--- src/rtl/ifu_fetch.sv ---
// ifu_fetch: instruction fetch unit for the single-cycle MIPS core.
//
// This block owns the program counter. It reads one word from instruction memory over a
// req/ack handshake. It then holds that word for decode/execute behind a valid/ready
// handshake. When the instruction retires, it loads the next PC supplied by the npc block.
//
// Parameters:
//   RESET_PC   - value loaded into pc on reset
//   TIMEOUT    - max request cycles without ack before a bus error (2..255)
//
// Ports:
//   clk, rst                 - clock, asynchronous active-high reset
//   npc                      - next PC from npc block, sampled on the retire edge
//   npc_t                    - pc + 4 (combinational)
//   pc                       - current PC register
//   imem_req/imem_addr       - instruction memory read request / address (= pc)
//   imem_ack/imem_rdata      - read data valid / instruction word
//   instr/instr_valid        - registered instruction and its valid flag
//   instr_ready              - consumer retires instr this cycle
//   halted                   - syscall retired, fetch stopped
//   err/err_code             - sticky error flag; 01 fetch timeout, 10 misaligned npc
//
// Configuration macro:
//   IFU_ALIGN_CHECK_EN - when defined, retiring with npc[1:0] != 0 raises err_code 10.
//                        When undefined, the low npc bits are dropped.
module ifu_fetch #(
  parameter logic [31:0] RESET_PC = 32'h0000_3000,
  parameter int unsigned TIMEOUT  = 16
) (
  input  logic        clk,
  input  logic        rst,
  input  logic [31:0] npc,
  output logic [31:0] npc_t,
  output logic [31:0] pc,
  output logic        imem_req,
  output logic [31:0] imem_addr,
  input  logic        imem_ack,
  input  logic [31:0] imem_rdata,
  output logic [31:0] instr,
  output logic        instr_valid,
  input  logic        instr_ready,
  output logic        halted,
  output logic        err,
  output logic [1:0]  err_code
);

  typedef enum logic [2:0] {StIdle, StReq, StValid, StHalt, StErr} state_e;

  localparam logic [7:0]  CntLast      = 8'(TIMEOUT - 1);
  localparam logic [31:0] InstrSyscall = 32'h0000_000C;
  localparam logic [1:0]  ErrTimeout   = 2'b01;
  localparam logic [1:0]  ErrAlign     = 2'b10;

  state_e      state_q, state_d;
  logic [31:0] pc_q, pc_d;
  logic [31:0] instr_q, instr_d;
  logic [7:0]  cnt_q, cnt_d;
  logic [1:0]  err_code_q, err_code_d;

  logic        npc_bad;
  logic [31:0] npc_next;

`ifdef IFU_ALIGN_CHECK_EN
  assign npc_bad  = |npc[1:0];
  assign npc_next = npc;
`else
  // Misaligned targets are silently forced onto a word boundary.
  assign npc_bad  = 1'b0;
  assign npc_next = npc & ~32'h3;
`endif

  always_comb begin
    state_d     = state_q;
    pc_d        = pc_q;
    instr_d     = instr_q;
    cnt_d       = cnt_q;
    err_code_d  = err_code_q;
    imem_req    = 1'b0;
    instr_valid = 1'b0;
    halted      = 1'b0;
    err         = 1'b0;

    unique case (state_q)
      StIdle: begin
        cnt_d   = '0;
        state_d = StReq;
      end
      StReq: begin
        imem_req = 1'b1;
        // Ack wins over a timeout landing on the same cycle.
        if (imem_ack) begin
          instr_d = imem_rdata;
          state_d = StValid;
        end else if (cnt_q == CntLast) begin
          err_code_d = ErrTimeout;
          state_d    = StErr;
        end else begin
          cnt_d = cnt_q + 8'd1;
        end
      end
      StValid: begin
        instr_valid = 1'b1;
        if (instr_ready) begin
          if (instr_q == InstrSyscall) begin
            state_d = StHalt;
          end else if (npc_bad) begin
            // pc keeps the retiring instruction's address for post-mortem.
            err_code_d = ErrAlign;
            state_d    = StErr;
          end else begin
            pc_d    = npc_next;
            cnt_d   = '0;
            state_d = StReq;
          end
        end
      end
      StHalt: halted = 1'b1;
      StErr:  err    = 1'b1;
      default: state_d = StIdle;
    endcase
  end

  always_ff @(posedge clk or posedge rst) begin
    if (rst) begin
      state_q    <= StIdle;
      pc_q       <= RESET_PC;
      instr_q    <= '0;
      cnt_q      <= '0;
      err_code_q <= '0;
    end else begin
      state_q    <= state_d;
      pc_q       <= pc_d;
      instr_q    <= instr_d;
      cnt_q      <= cnt_d;
      err_code_q <= err_code_d;
    end
  end

  assign pc        = pc_q;
  assign imem_addr = pc_q;
  assign npc_t     = pc_q + 32'd4;
  assign instr     = instr_q;
  assign err_code  = err_code_q;

endmodule
--- config.mk ---
export PLATFORM = sky130hd
export DESIGN_NAME = ifu_fetch
export DESIGN_NICKNAME = d
export VERILOG_FILES = /design/src/rtl/ifu_fetch.sv
export SDC_FILE = /design/constraint.sdc
export NUM_CORES = 1
export LEC_CHECK = 0
export ABC_AREA = 1
export CAP_MARGIN = 20
export CORE_ASPECT_RATIO = 1.75
export CORE_MARGIN = 4
export CORE_UTILIZATION = 43
export CTS_BUF_LIST = sky130_fd_sc_hd__clkbuf_8
export CTS_CLUSTER_SIZE = 20
export DETAILED_ROUTE_END_ITERATION = 12
export GPL_ROUTABILITY_DRIVEN = 0
export PLACE_DENSITY = 0.94
export SYNTH_ARGS = -nofsm -noshare
export SYNTH_HDL_FRONTEND = slang
export SYNTH_SLANG_ARGS = --single-unit
--- constraint.sdc ---
create_clock -name clk -period 2.6 [get_ports clk]
set_input_delay 0.39 -clock clk [delete_from_list [all_inputs] [get_ports clk]]
set_output_delay 0.39 -clock clk [all_outputs]
set_load 0.005 [all_outputs]
==> qor.txt <==
DETAILED ROUTING
--------------------------------------------------------------------------------------
1st-pass router iterations                                                           5
Number of vias in the routed layout                                               4454
Detailed router's first-iteration violation count                                  294
Drc violations                                                                       0
Sum of routed wire length over all layers                                     15100 µm
Number of nets with antenna violations after routing                                 0
Via density                                                                       5.17
Per-cell routed wire length                                                    17.5 µm

PLACED DESIGN
--------------------------------------------------------------------------------------
Worst setup timing slack at the placement stage                               0.158 ns
Placed Instances                                                                   818
Placed wire-length estimate after detailed placement                          11100 µm
Number of port buffers                                                             192

DIE
--------------------------------------------------------------------------------------
I/O pins                                                                           202
Core Rows                                                                           48
Overall die height                                                              142 µm
Starting utilization of the core area                                            0.443
Die W                                                                          84.4 µm
Full die area                                                                11900 µm²
Core region area                                                              9910 µm²

STATUS
--------------------------------------------------------------------------------------
Outcome                                                                   finished, violations left
Failing checks                                                            negative setup slack

GLOBAL ROUTING
--------------------------------------------------------------------------------------
Global-route wire length before repair                                        22500 µm
Global router's overall resource usage                                           0.236
Via count of the first global-routing pass                                        4634
Congestion Overflow GR                                                               0
Initial antenna violation count                                                      0
Largest net degree at the start of global routing                                   75

CTS
--------------------------------------------------------------------------------------
Hold buffer count at cts                                                             0
Maximum buffer depth of the clock tree                                               2
Total CTS buffers                                                                    9
Max H-tree Level                                                                     3
Clk sink count                                                                      74
Cell at the root of the clock tree                                            clkbuf_8
Clock Latency Late Sink                                                        0.34 ns
Clock slew seen by the registers of the worst setup and hold paths             0.08 ns
TritonCTS clock tree                                                              done

STA
--------------------------------------------------------------------------------------
Slew at the pin with the worst max-slew slack                                 0.615 ns
Final critical-path share of the clock period                                     1.01
Min Clock Period, post-route                                                   2.63 ns
Max-Slew Margin vs Limit                                                         0.590
Number of endpoints with negative hold slack in the final report                     0
Number of setup violations in the final report                                       1
Maximum operating frequency                                                  0.381 GHz
RSZ-0062 raised after global routing                                               yes
Fin Hold WS                                                                   0.449 ns
Number of pins with negative max-slew slack in the final report                      0
Setup Skew                                                                   0.0111 ns
Worst-case setup margin in the final layout                                 -0.0255 ns

CELLS AND AREA
--------------------------------------------------------------------------------------
Layout overhead on the synthesized area                                          54.6%
Register area                                                                 1880 µm²
Area taken by multi-input logic gates                                         2170 µm²
Final cell count without fillers                                                   862
Proportion of layout cells with a drive suffix above 1                           0.195
Antenna cell count                                                                   0
Layout Nets                                                                        803
FILL cells                                                                         725

YOSYS
--------------------------------------------------------------------------------------
Library cell with the largest summed area after synthesis                      dfrtp_1
Number of storage elements in the synthesis netlist                                 74
Most common flop cell mapped by yosys                                          dfrtp_1
Leading cell types by total area after synthesis                          dfrtp_1 (41%), nand2_1 (12%), buf_4 (6.3%)
Mapped Avg Cell Area                                                          8.15 µm²
Async set or reset register ratio after synthesis                                 1.00
Area of the mapped netlist                                                    4390 µm²
Top cell type's share of synthesized area                                        0.411
Post-synth EDFFs                                                                     0
Number of distinct standard cells referenced by the synthesized netlist             37
Number of warnings printed during yosys synthesis                                    0
Cells after synthesis                                                              538
Share of synthesized area occupied by flip-flops and latches                     0.423

SETUP PATH
--------------------------------------------------------------------------------------
Nature of the critical path endpoint                                        output pin
Critical Path Fanout Max                                                             3
Worst setup SP type                                                           register
Data required time of the critical path                                        2.21 ns
Signal arrival time at the worst endpoint                                      2.24 ns
Critical Path Source                                                      imem_addr[3]
Worst setup path class                                                    register to output pin
Source of the worst register-to-register timing path                        state_q[0]

POWER AND IR DROP
--------------------------------------------------------------------------------------
Max IR drop VDD                                                               0.617 mV
Power per cell area                                                        1080 nW/µm²
Total Power                                                                    7.35 mW
Leak pwr                                                                       3.22 nW

JOB
--------------------------------------------------------------------------------------
Max-Cap Viols                                                                        0

HOLD PATH
--------------------------------------------------------------------------------------
Classification of the worst-slack hold path                               input port to asynchronous set/reset pin

-- kinds of logic after synthesis --
group,Yosys count,synth area share
buf+inv,98,0.122
fa+ha+maj,2,0.00570
other cells,1,0.000855
mux,14,0.0462
xor+xnor,29,0.0579
compound gates,26,0.0311
flops,74,0.423
simple gates,294,0.313
-- where the power goes --
group,internal [mW],switching (mW)
combinational,2.50,1.76
clock,0.385,0.388
sequential,1.70,0.621
-- state kept, by name (all words and copies together) (netlist names) --
| register | flops |
|---|---|
| instr | 32 |
| state_q | 3 |
| imem_addr | 30 |
| cnt_q | 8 |
| err_code | 1 |
-- stage by stage --
step,setup TNS (ns),utilization,instance area (µm²)
after floorplan,0,-,4410
after global placement,0,0.626,6210
after detailed placement,0,0.626,6210
after CTS,-0.0121,0.655,6490
after global routing,-0.564,0.684,6780
final,-0.0255,0.684,6780
-- synth_stat cells, types with 3 or more instances --
| library cell | n |
|---|---|
| inv_2 | 3 |
| inv_1 | 43 |
| nor3_1 | 10 |
| dfrtp_1 | 72 |
| xor2_1 | 20 |
| buf_4 | 37 |
| nor2_1 | 60 |
| or2_2 | 3 |
| nand2_2 | 4 |
| xnor2_1 | 9 |
| buf_2 | 5 |
| clkbuf_1 | 6 |
| nand2_1 | 138 |
| nand3_2 | 4 |
| nor3_2 | 7 |
| mux2_4 | 12 |
| nand4_1 | 12 |
| nand3b_1 | 3 |
| nor2_4 | 3 |
| nand3_1 | 40 |
| a21oi_1 | 22 |
| nor2_2 | 3 |
| buf_6 | 3 |
-- routing by layer --
metal  GRT usage  share of wire  up-vias  routed length [µm]
met5           0              0        -                   0
met2       0.466           0.58      218                8690
met1       0.212           0.32     2139                4850
met3      0.0628          0.064       42                 966
li1            -              -     2055                   -
met4       0.122          0.037        0                 557
-- layout by cell type (no fill, tap or decap), types with 2 or more instances in the layout --
cell type        instances
dfrtp_2                 17
mux2_4                  12
nand4_1                 12
inv_2                    5
dfrtp_1                 55
nand2_2                 10
dlymetal6s2s_1           8
clkbuf_8                11
nor3_2                   7
dfstp_2                  2
clkdlybuf4s50_1        184
clkinv_2                 3
a21oi_1                 22
nand3_1                 40
nor2_1                  50
nor3_1                   5
and2_1                   2
xor2_1                  20
nand2_1                131
nor2_2                  10
conb_1                   7
nand2_4                  2
mux2_2                   2
xnor2_1                  7
inv_1                   42
nand3_2                  3
or2_2                    3
buf_4                   37
nor3_4                   6
nand3b_1                 3
xnor2_2                  2
o21ai_0                  2
nor2_4                   6
nand3_4                  2
-- worst max-delay path, stage by stage, from the launching register on --
cell	delay (ns)
dfrtp_1	0.37
ha_2	0.23
nand2_1	0.10
nor2_4	0.15
inv_1	0.11
nor2_2	0.16
nand2_1	0.11
xnor2_1	0.15
clkdlybuf4s50_1	0.52
-- final cells by class --
type                    count  area share
flip-flops and latches     74       0.277
clock buffers              11      0.0223
multi-input cells         372       0.320
well taps                 125      0.0231
clock inverters             4     0.00277
inverters                  46      0.0255
repair buffers            230       0.330
-- what timing repair did --
| action | 4_1_cts | 5_1_grt |
|---|---|---|
| setup buffers | 6 | 23 |
| cloned | 0 | 0 |
| pin swaps | 3 | 9 |
| gates resized for setup | 26 | 35 |
| setup endpoints to repair | 17 | 17 |
-- path summary, 6_finish.rpt --
check	end	slack, ns	cells after the start
hold reg to reg	err_code[0]	0.50	1
hold / removal	instr[10]	0.45	3
setup / recovery	npc_t[30]	-0.03	8
min in group clk	err_code[0]	0.50	1
max in group asynchronous	imem_addr[13]	1.80	3
setup reg to reg	cnt_q[3]	0.77	8
Note: power is estimated with default switching activity, not from simulation.
